--- src/rtl/fb_scanout.sv ---
// fb_scanout: 640x480@60 VGA scan-out of the 256x176 frame buffer, 2x2 scaled and centred.
module fb_scanout #(
   parameter int unsigned H_VISIBLE = 640,
   parameter int unsigned H_FRONT   = 16,
   parameter int unsigned H_SYNC    = 96,
   parameter int unsigned H_BACK    = 48,
   parameter int unsigned V_VISIBLE = 480,
   parameter int unsigned V_FRONT   = 10,
   parameter int unsigned V_SYNC    = 2,
   parameter int unsigned V_BACK    = 33,
   parameter int unsigned X_OFFSET  = 64,
   parameter int unsigned Y_OFFSET  = 64,
   parameter int unsigned FB_WIDTH  = 256,
   parameter int unsigned FB_HEIGHT = 176
) (
   input  logic        clock,
   input  logic        resetn,
   input  logic [5:0]  fb_q,
   output logic [15:0] fb_rd_address,
   output logic        fb_rd_en,
   output logic [7:0]  VGA_R,
   output logic [7:0]  VGA_G,
   output logic [7:0]  VGA_B,
   output logic        VGA_HS,
   output logic        VGA_VS,
   output logic        VGA_BLANK_N,
   output logic        VGA_SYNC_N,
   output logic        VGA_CLK,
   output logic        vblank,
   output logic        frame_start
);

   localparam int unsigned H_TOTAL      = H_VISIBLE + H_FRONT + H_SYNC + H_BACK;
   localparam int unsigned V_TOTAL      = V_VISIBLE + V_FRONT + V_SYNC + V_BACK;
   localparam int unsigned HW           = $clog2(H_TOTAL);
   localparam int unsigned VW           = $clog2(V_TOTAL);
   localparam int unsigned XW           = $clog2(FB_WIDTH);
   localparam int unsigned H_SYNC_START = H_VISIBLE + H_FRONT;
   localparam int unsigned H_SYNC_END   = H_SYNC_START + H_SYNC;
   localparam int unsigned V_SYNC_START = V_VISIBLE + V_FRONT;
   localparam int unsigned V_SYNC_END   = V_SYNC_START + V_SYNC;
   localparam int unsigned X_END        = X_OFFSET + 2 * FB_WIDTH;
   localparam int unsigned Y_END        = Y_OFFSET + 2 * FB_HEIGHT;

   logic          pix_en;
   logic [HW-1:0] h_cnt;
   logic [VW-1:0] v_cnt;
   logic          s1_visible;
   logic          s1_hsync;
   logic          s1_vsync;

   logic          h_last_c;
   logic          v_last_c;
   logic          in_img_c;
   logic          visible_c;
   logic          hsync_c;
   logic          vsync_c;
   logic [HW-1:0] img_x_c;
   logic [VW-1:0] img_y_c;
   logic [15:0]   addr_c;

   // 2-bit channel to 8-bit by bit replication (01 -> 55, 10 -> AA, 11 -> FF)
   function automatic logic [7:0] expand(input logic [1:0] c);
      return {4{c}};
   endfunction

   assign VGA_SYNC_N = 1'b0;

   // Position decode for the pixel currently addressed by the counters
   always_comb begin
      h_last_c  = (h_cnt == HW'(H_TOTAL - 1));
      v_last_c  = (v_cnt == VW'(V_TOTAL - 1));
      in_img_c  = (h_cnt >= HW'(X_OFFSET)) && (h_cnt < HW'(X_END)) &&
                  (v_cnt >= VW'(Y_OFFSET)) && (v_cnt < VW'(Y_END));
      visible_c = (h_cnt < HW'(H_VISIBLE)) && (v_cnt < VW'(V_VISIBLE));
      hsync_c   = (h_cnt >= HW'(H_SYNC_START)) && (h_cnt < HW'(H_SYNC_END));
      vsync_c   = (v_cnt >= VW'(V_SYNC_START)) && (v_cnt < VW'(V_SYNC_END));
      img_x_c   = h_cnt - HW'(X_OFFSET);
      img_y_c   = v_cnt - VW'(Y_OFFSET);
      addr_c    = (16'(img_y_c >> 1) << XW) | 16'(img_x_c >> 1);
   end

   // Pixel enable at half the system clock; VGA_CLK is a flop copy of it
   always_ff @(posedge clock or negedge resetn) begin
      if (!resetn) begin
         pix_en  <= 1'b0;
         VGA_CLK <= 1'b0;
      end else begin
         pix_en  <= ~pix_en;
         VGA_CLK <= ~pix_en;
      end
   end

   // Horizontal and vertical scan counters
   always_ff @(posedge clock or negedge resetn) begin
      if (!resetn) begin
         h_cnt <= '0;
         v_cnt <= '0;
      end else if (pix_en) begin
         if (h_last_c) begin
            h_cnt <= '0;
            v_cnt <= v_last_c ? '0 : v_cnt + VW'(1);
         end else begin
            h_cnt <= h_cnt + HW'(1);
         end
      end
   end

   // Stage 1: issue the frame buffer read and capture timing flags
   always_ff @(posedge clock or negedge resetn) begin
      if (!resetn) begin
         fb_rd_address <= '0;
         fb_rd_en      <= 1'b0;
         s1_visible    <= 1'b0;
         s1_hsync      <= 1'b0;
         s1_vsync      <= 1'b0;
      end else if (pix_en) begin
         fb_rd_en   <= in_img_c;
         s1_visible <= visible_c;
         s1_hsync   <= hsync_c;
         s1_vsync   <= vsync_c;
         if (in_img_c) begin
            fb_rd_address <= addr_c;
         end
      end
   end

   // Stage 2: drive colour and syncs one pixel period after the address
   always_ff @(posedge clock or negedge resetn) begin
      if (!resetn) begin
         VGA_R       <= '0;
         VGA_G       <= '0;
         VGA_B       <= '0;
         VGA_HS      <= 1'b1;
         VGA_VS      <= 1'b1;
         VGA_BLANK_N <= 1'b0;
      end else if (pix_en) begin
         VGA_HS      <= ~s1_hsync;
         VGA_VS      <= ~s1_vsync;
         VGA_BLANK_N <= s1_visible;
         if (fb_rd_en && s1_visible) begin
            VGA_R <= expand(fb_q[5:4]);
            VGA_G <= expand(fb_q[3:2]);
            VGA_B <= expand(fb_q[1:0]);
         end else begin
            VGA_R <= '0;
            VGA_G <= '0;
            VGA_B <= '0;
         end
      end
   end

   // Frame status straight from the counters
   always_ff @(posedge clock or negedge resetn) begin
      if (!resetn) begin
         vblank      <= 1'b0;
         frame_start <= 1'b0;
      end else begin
         vblank      <= (v_cnt >= VW'(V_VISIBLE));
         frame_start <= pix_en && h_last_c && v_last_c;
      end
   end

endmodule

--- config.mk ---
export PLATFORM = sky130hd
export DESIGN_NAME = fb_scanout
export DESIGN_NICKNAME = d
export VERILOG_FILES = /design/src/rtl/fb_scanout.sv
export SDC_FILE = /design/constraint.sdc
export NUM_CORES = 1
export LEC_CHECK = 0
export CAP_MARGIN = 20
export CORE_MARGIN = 3
export CORE_UTILIZATION = 50
export DETAILED_ROUTE_END_ITERATION = 12
export GPL_ROUTABILITY_DRIVEN = 0
export GPL_TIMING_DRIVEN = 0
export PLACE_DENSITY = 0.78
export SLEW_MARGIN = 15
export SYNTH_ARGS = -nofsm -noshare
export SYNTH_HDL_FRONTEND = slang
export SYNTH_SLANG_ARGS = --single-unit
export TNS_END_PERCENT = 20
--- constraint.sdc ---
create_clock -name clock -period 3.15 [get_ports clock]
set_clock_uncertainty 0.1 [all_clocks]
set_input_delay 0.315 -clock clock [delete_from_list [all_inputs] [get_ports clock]]
set_output_delay 0.315 -clock clock [all_outputs]
set_load 0.1 [all_outputs]
After elaboration in Yosys (flattened, before gate mapping)
Cells that the tools add are included.
{"block": "word_totals", "reg_bits": 70, "in_bits": 8, "out_inout_bits": 48, "wordCells": 53}
{"block": "classes", "n_addsub": 4, "order_cmp": 11, "n_eq_ne": 2, "mux": 5, "bitwise_logic": 4, "n_reduce_logical": 11}
{"cell": "$lt 10x10->1 const B", "count": 3}
{"cell": "$lt 10x9->1 const B", "count": 3}
{"cell": "$mux 8", "count": 3}
{"cell": "$add 10x1->10 const B", "count": 2}
{"cell": "$eq 10x10->1 const B", "count": 2}
{"cell": "$ge 10x7->1 const B", "count": 2}
{"cell": "$ge 10x9->1 const B", "count": 2}
{"cell": "$mux 10", "count": 2}
{"cell": "$or 16x9->16", "count": 1}
{"cell": "$ge 10x10->1 const B", "count": 1}
{"cell": "$sub 10x7->10 const B", "count": 1}
{"cell": "$logic_and 1x1->1", "count": 9}
{"cell": "$sub 9x7->9 const B", "count": 1}
{"cell": "$reduce_and 2->1", "count": 2}
{"cell": "$not 1->1", "count": 3}

Depth between registers and ports, before layout
Gate-level depths: netlist of the first run.
{"block": "depth", "ltp_word": 5, "mapped_depth": 8, "depth_no_buf": 6}

Worst setup path before layout of the first run
Ideal clock, no wire load.
{"block": "synth_path", "path_type": "flip-flop to flip-flop", "start": "register pix_en", "end": "register fb_rd_address[10]", "setup_ns": 0.125, "arrival_time_ns": 2.104, "required_time_ns": 2.925, "path_slack_ns": 0.821, "path_stages_with_launch": 6, "path_buffers": 1, "period_less_slack_ns": 2.329, "path_cell_list": "dfrtp_1 nand2b_1 a221oi_4 o311ai_4 buf_6 mux2_4"}
{"block": "synth_via", "elab_chain_cells": 1}
{"element": "start: declaration", "line": "45", "rtl": "logic pix_en;"}
{"element": "start signal: assignment", "line": "89", "rtl": "pix_en <= ~pix_en;"}
{"element": "$reduce_and 2->1 (no source line)"}
{"element": "end signal: assignment", "line": "123", "rtl": "fb_rd_address <= addr_c;"}
{"element": "end: declaration", "line": "19", "rtl": "output logic [15:0] fb_rd_address,"}
No other way between the ends.
A chain may end at the register's enable or synchronous reset.

==> results of run 1 <==
[worst register-to-register path, stage by stage (launching register included)]
cell and delay, ps:
dfrtp_1 420, inv_1 190, ha_1 270, nand2b_4 90
a311o_1 380, o311ai_4 190, buf_6 260, mux2_4 320
[power by group]
group,switching [W],internal (W)
Clock,0.000218,0.000235
Sequential,0,0.000667
Combinational,0.0000205,0.0000118
[routing by layer]
metal / routed length, um / track usage [%]
met4: 123 / 7.09
met2: 2850 / 32.3
met5: 0 / 0
met3: 437 / 3.99
met1: 2580 / 26.2
[worst paths after layout]
kind	slack, ps	end	from
setup / recovery	740	VGA_G[3]	VGA_G[5]
hold / removal	320	VGA_VS	s1_vsync
setup reg to reg	810	fb_rd_address[10]	h_cnt[6]
hold reg to reg	320	VGA_VS	s1_vsync
max in group asynchronous	1880	VGA_VS	resetn
min in group asynchronous	450	fb_rd_address[9]	resetn
[sequential cells by signal, indices dropped and copies added (netlist names), 2 cells and up]
name	count
VGA_R	2
h_cnt	10
fb_rd_address	16
v_cnt	10
VGA_B	2
VGA_G	2
[final cells by class]
class                   instances  area [um^2]
plain buffers                  31          213
clock buffers                   5         68.8
clock inverters                 3         42.5
fillers                       407         1680
inverters                      18         67.6
multi-input cells             161         1240
flip-flops and latches         52         1300
well taps                      70         87.6
repair buffers                 56          566
[stage by stage]
| step | util (%) | setup WS, ps | std cells | total power [W] | hold slack [ps] |
|---|---|---|---|---|---|
| 4_1_cts | 68.1 | 723 | 396 | 0.00117 | 336 |
| 3_5_place_dp | 65.8 | 815 | 387 | 0.000713 | 260 |
| 6_report | 68.1 | 744 | 396 | 0.00115 | 319 |
| 3_3_place_gp | 65.5 | 176 | 386 | 0.000710 | 300 |
| 2_1_floorplan | - | 821 | 262 | 0.000688 | -80.6 |
| 5_1_grt | 68.1 | 676 | 396 | 0.00120 | 375 |
[cells in the final DEF (no fill, tap or decap), drive strengths merged, types with 4 or more instances in the layout]
cell type	Yosys	final
nand2	18	18
buf	30	32
o21ai	13	13
nand3	11	11
ha	13	13
clkbuf	1	6
nor2	14	14
nand4	8	8
xnor2	6	6
o2bb2ai	6	6
mux2	17	17
nor2b	5	5
clkdlybuf4s50	0	53
xor2	4	4
mux2i	4	4
inv	18	18
dfrtp	50	50
[kinds of logic after synthesis]
group,count (synthesis),share of synthesized area (%)
other cells,1,0.133
mux,21,9.13
buf+inv,49,9.93
simple gates,77,14.5
xor+xnor,10,3.10
compound gates,39,11.3
fa+ha+maj,13,5.76
flops,52,46.2
==> metrics, run 1 <==
Synthesis Warnings 0; nets@finish 346; clk_lat worst skew 310 ps; hold path depth 1; die span in x 81.1 um; slowest cell delay on critical path 1120 ps; largest net degree at the start of global routing 28; most common cell in the netlist dfrtp_1; Synth Net Count 283; CP Class flip-flop to primary output; 1st-iter DRT viols 146; CP Capture Type primary output; Final Instance Area 3590 um^2; Post-CTS Setup Bufs 0; share of cells above drive strength 1 19.6%; max-cap violations 0; fin. max-slew vios 0; VDD IR max 194 uV; CTS root buffer clkbuf_8; FP Rows 26; clock tree buffer depth 2; Tcrit/Tclk final 76.4%; DR vias 2091; final hold vios 0; Initial Util 53.6%; Area growth syn-to-layout 27.1%; global-route wire length before repair 10.1 mm; final setup vio count 0; CORE AREA 5270 um^2; Synth async-reset ratio 100%; post-synthesis register bit count 52; syn_area_per_cell 10.8 um^2; DRC Markers 0; critical path peak fanout 5; crit path time final 2410 ps; routed vias/inst 5.28; Worst slew margin 32.8%; worst hold path type flip-flop to flip-flop; post-synthesis sequential area ratio 46.2%; Synth area leaders dfrtp_1, ha_1, buf_4; RSZ-0062 raised after global routing false; depth of the CTS H-tree 2; Crit-path slowest cell clkdlybuf4s50_1; vias in the first global route 2090; DP Wirelength 4.56 mm; GRT overflow 0; total track usage 19.8%; Post-synth EDFFs 0; hold buffers post-CTS 1; synth unique cells 55; Top delay family on crit path buffers and inverters; CTS Sinks 52; area leader, netlist dfrtp_1; Worst Setup Start Kind flip-flop; Arr. time, crit path 1990 ps; pwr dens 321 nW/um^2; CTS resizes 0; Area after DPL 3470 um^2; setup TNS 0 ps; final wirelength 5.99 mm; TritonCTS buffer count 5; status finished, final reports clean; Synth Flop Type dfrtp_1; n_diodes 0; iteration count of the initial detailed-routing pass 4; Least-Margin Pin Slew 1000 ps; initial antenna violation count 0; Leak 1.67 nW; # IOs 56; synth cell count leaders dfrtp_1, buf_4, nand2_1; die footprint 6580 um^2; die height 81.1 um; Syn Std Cell Area 2820 um^2; worst r2r path cells 7; Buf/Inv on CP 2; critical path required time 2730 ps; CTS tree done; CP Cell Sequence buf_4, clkdlybuf4s50_1; Fmax 416 MHz; Crit path depth 2; ANT nets after route 0; Post-Syn Instances 262; share of the synthesized area in the top cell type 44.3%; Port Buf Inserts 54; Clk pin slew, worst setup/hold paths 90 ps; wire per inst 15.1 um
No activity file was read; power rests on OpenSTA's default activity.
==> inputs of run 2 (changes only) <==
CORE_UTILIZATION = 47   (was 50)
PLACE_DENSITY = 0.77   (was 0.78)
clock period = 1.98 ns   (was 3.15 ns; I/O delays follow)
==> metrics, run 2 (synthesis results as in run 1) <==
TritonCTS buffer count 5 (unchanged); status complete, but fails checks (was finished, final reports clean); Final Instance Area 3820 um^2 (was 3590 um^2); critical path peak fanout 6 (was 5); RSZ-0062 raised after global routing true (was false); Least-Margin Pin Slew 989 ps (was 1000 ps); die footprint 6970 um^2 (was 6580 um^2); wire per inst 16.0 um (was 15.1 um); CTS Sinks 52 (unchanged); Biggest register fb_rd_address (unchanged); Area after DPL 3490 um^2 (was 3470 um^2); FF-to-FF Start v_cnt[6] (was h_cnt[6]); critical path required time 2060 ps (was 2730 ps); # IOs 56 (unchanged); fin. max-slew vios 0 (unchanged); Fin Hold WS 288 ps (was 319 ps); CORE AREA 5640 um^2 (was 5270 um^2); FF-to-FF End fb_rd_address[0] (was fb_rd_address[10]); slowest cell delay on critical path 460 ps (was 1120 ps); worst hold path type primary input to async pin (was flip-flop to flip-flop); DRC Markers 0 (unchanged); Initial Util 50.0% (was 53.6%); clk_lat worst skew 300 ps (was 310 ps); vias in the first global route 2132 (was 2090); commonest non-fill, non-tap cell in the layout buf_4 (was clkdlybuf4s50_1); pwr dens 481 nW/um^2 (was 321 nW/um^2); Logic pwr share 2.8% (about the same); Crit-path slowest cell dfrtp_2 (was clkdlybuf4s50_1); CTS root buffer clkbuf_8 (unchanged); switching share of power 20.8% (was 20.7%); final hold vios 0 (unchanged); fraction of power consumed by sequential logic 57.7% (was 57.9%); CTS tree done (unchanged); largest net degree at the start of global routing 33 (was 28); most frequent cells in the layout buf_4, dfrtp_1, dlygate4sd2_1, nand2_1 (was clkdlybuf4s50_1, dfrtp_1, buf_4, nand2_1, inv_1); CP Class flip-flop to flip-flop (was flip-flop to primary output); final wirelength 6.68 mm (was 5.99 mm); routed vias/inst 5.36 (was 5.28); CP Cell Sequence inv_4, ha_4, a21o_1, a221oi_4, o311ai_4, buf_6, mux2_4 (was buf_4, clkdlybuf4s50_1); final core utilization 67.8% (was 68.1%); number of flip-flops in the largest register 16 (unchanged); crit path time final 2100 ps; iteration count of the initial detailed-routing pass 4 (unchanged); 1st-iter DRT viols 140 (was 146); clock tree buffer depth 2 (unchanged); initial antenna violation count 0 (unchanged); FP Rows 27 (was 26); failing checks setup timing; setup TNS -1450 ps (was 0 ps); ANT nets after route 0 (unchanged); DR vias 2241 (was 2091); depth of the CTS H-tree 2 (unchanged); DP Wirelength 4.40 mm (was 4.56 mm); clock power share 39.5% (was 39.3%); global-route wire length before repair 10.2 mm (was 10.1 mm); total track usage 17.8% (was 19.8%); Regs by FF count fb_rd_address: 16 flops, h_cnt: 10 flops, v_cnt: 10 flops (unchanged); final worst slack -115 ps (was 744 ps); Leak 1.95 nW (was 1.67 nW); Arr. time, crit path 2170 ps (was 1990 ps); GRT overflow 0 (unchanged); die span in x 83.5 um (was 81.1 um); Clk pin slew, worst setup/hold paths 100 ps (was 90 ps); final setup vio count 15 (was 0); Area growth syn-to-layout 35.4% (was 27.1%); worst r2r path cells 7 (unchanged); Psw 0.000383 W (was 0.000239 W); share of cells above drive strength 1 37.9% (was 19.6%); Port Buf Inserts 54 (unchanged); nets@finish 366 (was 346); die height 83.5 um (was 81.1 um); Worst Setup Start Kind flip-flop (unchanged); n_diodes 0 (unchanged); max-cap violations 0 (unchanged); dpl ws -300 ps (was 815 ps); Int Pwr 0.00145 W (was 0.000914 W); CP Capture Type flip-flop (was primary output); Fmax 477 MHz; VDD IR max 330 uV (was 194 uV); Tcrit/Tclk final 106%; reg2reg setup slack -120 ps (was 810 ps); Worst slew margin 34.3% (was 32.8%)
## run 2: cell types whose count changed in the layout (fill, tap and decap cells not counted), sizes merged
cell and change:
clkdlybuf4s15 +2, clkdlybuf4s50 -47, buf +38, dlygate4sd2 +27
## run 2: worst max-delay path by stage
| stage | cells past startpoint | slack (ps) | end | from |
|---|---|---|---|---|
| after CTS | 6 | -180 | fb_rd_address[10] | v_cnt[6] |
| after detailed placement | 8 | -300 | v_cnt[7] | h_cnt[7] |
| after global placement | 1 | -1290 | pix_en | resetn |
| after floorplan | 7 | -30 | fb_rd_address[10] | v_cnt[6] |
| after global routing | 7 | -150 | fb_rd_address[0] | v_cnt[6] |
| final | 7 | -120 | fb_rd_address[0] | v_cnt[6] |
## run 2: power by group through the flow
stage / Clock, W / Sequential [W] / Combinational, W
final: 0.000725 / 0.00106 / 0.0000511
after global routing: 0.000787 / 0.00106 / 0.0000575
after CTS: 0.000743 / 0.00106 / 0.0000531
after detailed placement: 0 / 0.00108 / 0.0000515
after global placement: 0 / 0.00108 / 0.0000472
after floorplan: 0 / 0.00108 / 0.0000124
## run 2: area by class of cell
cell class	count	area, um^2
multi-input combinational	161	1360
buffer	31	225
clock inverter	3	42.5
timing repair buffer	76	643
tap	72	90.1
fill	452	1820
inverter	18	75.1
clock buffer	5	68.8
sequential	52	1310
## run 2: through the flow
step | instances | power [W]
after floorplan | 262 | 0.00109
after global placement | 388 | 0.00113
after detailed placement | 389 | 0.00113
after CTS | 398 | 0.00186
after global routing | 418 | 0.00191
final | 418 | 0.00184
## run 2: what timing repair did
item / 4_1_cts / 5_1_grt
hold buffers: 1 / 0
pin swaps: 3 / 13
endpoints found under the hold margin: 20 / 0
buffers inserted: 0 / 18
resized for setup: 77 / 47
cloned: 0 / 2
setup endpoints to repair: 78 / 45
## run 2: layer usage
| layer | vias to the layer above | part of all wire, % | wire [um] | track usage [%] |
|---|---|---|---|---|
| li1 | 1063 | - | - | - |
| met1 | 1088 | 45 | 3020 | 24.1 |
| met2 | 84 | 48 | 3210 | 28.7 |
| met4 | 0 | 1.1 | 74 | 6.58 |
| met3 | 6 | 5.5 | 369 | 2.86 |
| met5 | - | 0 | 0 | 0 |
## run 2: worst max-delay path: cells and delay by family (launching register included)
| family | cells | cell delay [ps] |
|---|---|---|
| compound gates | 3 | 730 |
| fa+ha+maj | 1 | 150 |
| buf+inv | 2 | 250 |
| flops | 1 | 460 |
| mux | 1 | 300 |
==> inputs of run 3 (changes only) <==
RECOVER_POWER = 100   (was default)
==> metrics, run 3 (synthesis results as in run 1) <==
status complete, but fails checks (unchanged); failing checks setup timing (unchanged); clock tree buffer depth 2 (unchanged); share of cells above drive strength 1 37.0% (was 37.9%); Initial Util 50.0% (unchanged); worst hold path type primary input to flip-flop (was primary input to async pin); Port Buf Inserts 54 (unchanged); Top delay family on crit path compound AO/OA/AOI/OAI gates (unchanged); CP Class flip-flop to flip-flop (unchanged); critical path required time 2060 ps (about the same); Biggest register fb_rd_address (unchanged); wire per inst 16.1 um (was 16.0 um); area of the multi-input gates 1360 um^2 (unchanged); Post-Layout Cell Count 418 (unchanged); most frequent cells in the layout dfrtp_1, buf_4, dlygate4sd2_1, clkbuf_2, nand2_1 (was buf_4, dfrtp_1, dlygate4sd2_1, nand2_1); Arr. time, crit path 2170 ps (about the same); die height 83.5 um (unchanged); Crit-path slowest cell dfrtp_2 (unchanged); Fmax 479 MHz (was 477 MHz); 1st-iter DRT viols 126 (was 140); Worst Setup Start Kind flip-flop (unchanged); die span in x 83.5 um (unchanged); global-route wire length before repair 10.2 mm (unchanged); number of flip-flops in the largest register 16 (unchanged); routed vias/inst 5.31 (was 5.36); ANT nets after route 0 (unchanged); Final Instance Area 3780 um^2 (was 3820 um^2); depth of the CTS H-tree 2 (unchanged); DRC Markers 0 (unchanged); initial antenna violation count 0 (unchanged); CORE AREA 5640 um^2 (unchanged); fillers 453 (was 452); final hold vios 0 (unchanged); CTS tree done (unchanged); crit path time final 2090 ps (was 2100 ps); iteration count of the initial detailed-routing pass 4 (unchanged); dpl ws -300 ps (unchanged); # IOs 56 (unchanged); final setup vio count 15 (unchanged); CP Cell Sequence inv_4, ha_4, a21o_1, a221oi_4, o311ai_4, buf_6, mux2_4 (unchanged); Leak 1.94 nW (was 1.95 nW); GRT overflow 0 (unchanged); CTS root buffer clkbuf_8 (unchanged); die footprint 6970 um^2 (unchanged); clk_lat worst skew 300 ps (about the same); DP Wirelength 4.40 mm (unchanged); vias in the first global route 2132 (unchanged); critical path peak fanout 6 (unchanged); Area growth syn-to-layout 33.8% (was 35.4%); FP Rows 27 (unchanged); RSZ-0062 raised after global routing true (unchanged); max-cap violations 0 (unchanged); commonest non-fill, non-tap cell in the layout dfrtp_1 (was buf_4); fin. max-slew vios 0 (unchanged); CP Capture Type flip-flop (unchanged); Seq. cell area 1310 um^2 (unchanged); TritonCTS buffer count 5 (unchanged); Buf/Inv on CP 2 (unchanged); DR vias 2221 (was 2241); Area after DPL 3490 um^2 (unchanged); Clk pin slew, worst setup/hold paths 100 ps (about the same); Inst Count DP 389 (unchanged); VDD IR max 328 uV (was 330 uV); final worst slack -110 ps (was -115 ps); Fin Hold WS 333 ps (was 288 ps); total track usage 17.8% (unchanged); CTS Sinks 52 (unchanged); n_diodes 0 (unchanged); largest net degree at the start of global routing 33 (unchanged); Least-Margin Pin Slew 1200 ps (was 989 ps); Regs by FF count fb_rd_address: 16 flops, h_cnt: 10 flops, v_cnt: 10 flops (unchanged); pwr dens 487 nW/um^2 (was 481 nW/um^2); final wirelength 6.72 mm (was 6.68 mm); nets@finish 366 (unchanged); slowest cell delay on critical path 450 ps (was 460 ps); Worst slew margin 20.3% (was 34.3%); Tcrit/Tclk final 106% (about the same)
[run 3: power by group]
| part | internal, W | switching, W |
|---|---|---|
| Sequential | 0.00106 | 0 |
| Clock | 0.000375 | 0.000353 |
| Combinational | 0.0000186 | 0.0000325 |
[run 3: what timing repair did]
action                                  4_1_cts  5_1_grt
buffers inserted                              0       18
cloned                                        0        2
hold endpoints to repair                     20        0
pin swaps                                     3       13
resized for setup                            77       47
endpoints found under the setup margin       78       45
hold buffers                                  1        0
[run 3: worst paths after layout]
check,endpoint,startpoint,slack [ps],depth (start not counted)
worst max-delay path,fb_rd_address[0],v_cnt[6],-110,7
worst min-delay path,VGA_G[5],fb_q[3],330,3
worst max register to register,fb_rd_address[0],v_cnt[6],-110,7
worst min register to register,VGA_VS,s1_vsync,350,1
max in group asynchronous,VGA_HS,resetn,390,3
min in group asynchronous,v_cnt[2],resetn,550,2
[run 3: metrics by stage]
step / power (W) / TNS, ps / utilization, %
CTS: 0.00186 / -1310 / 64.0
global placement: 0.00113 / -51140 / 61.6
global route: 0.00191 / -2190 / 66.9
detailed placement: 0.00113 / -4990 / 61.9
floorplan: 0.00109 / -177 / -
finish: 0.00184 / -1360 / 66.9
[run 3: worst register-to-register path: stages, from the launching register on]
cell      delay, ps
dfrtp_2         450
inv_4            60
ha_4            150
a21o_1          190
a221oi_4        340
o311ai_4        200
buf_6           190
mux2_4          300
[run 3: cell type report]
| type | count | area share, % |
|---|---|---|
| tap | 72 | 2.39 |
| inverter | 18 | 1.99 |
| clock buffer | 5 | 1.82 |
| multi-input combinational | 161 | 36.1 |
| timing repair buffer | 76 | 15.8 |
| sequential | 52 | 34.8 |
| clock inverter | 3 | 1.13 |
| buffer | 31 | 5.96 |
[run 3: routing by layer]
metal | up-vias | global-route usage (%) | share of wire (%)
met2 | 89 | 28.7 | 48
met4 | 0 | 6.58 | 1.1
met1 | 1067 | 24.1 | 45
met5 | - | 0 | 0
li1 | 1059 | - | -
met3 | 6 | 2.86 | 5.9
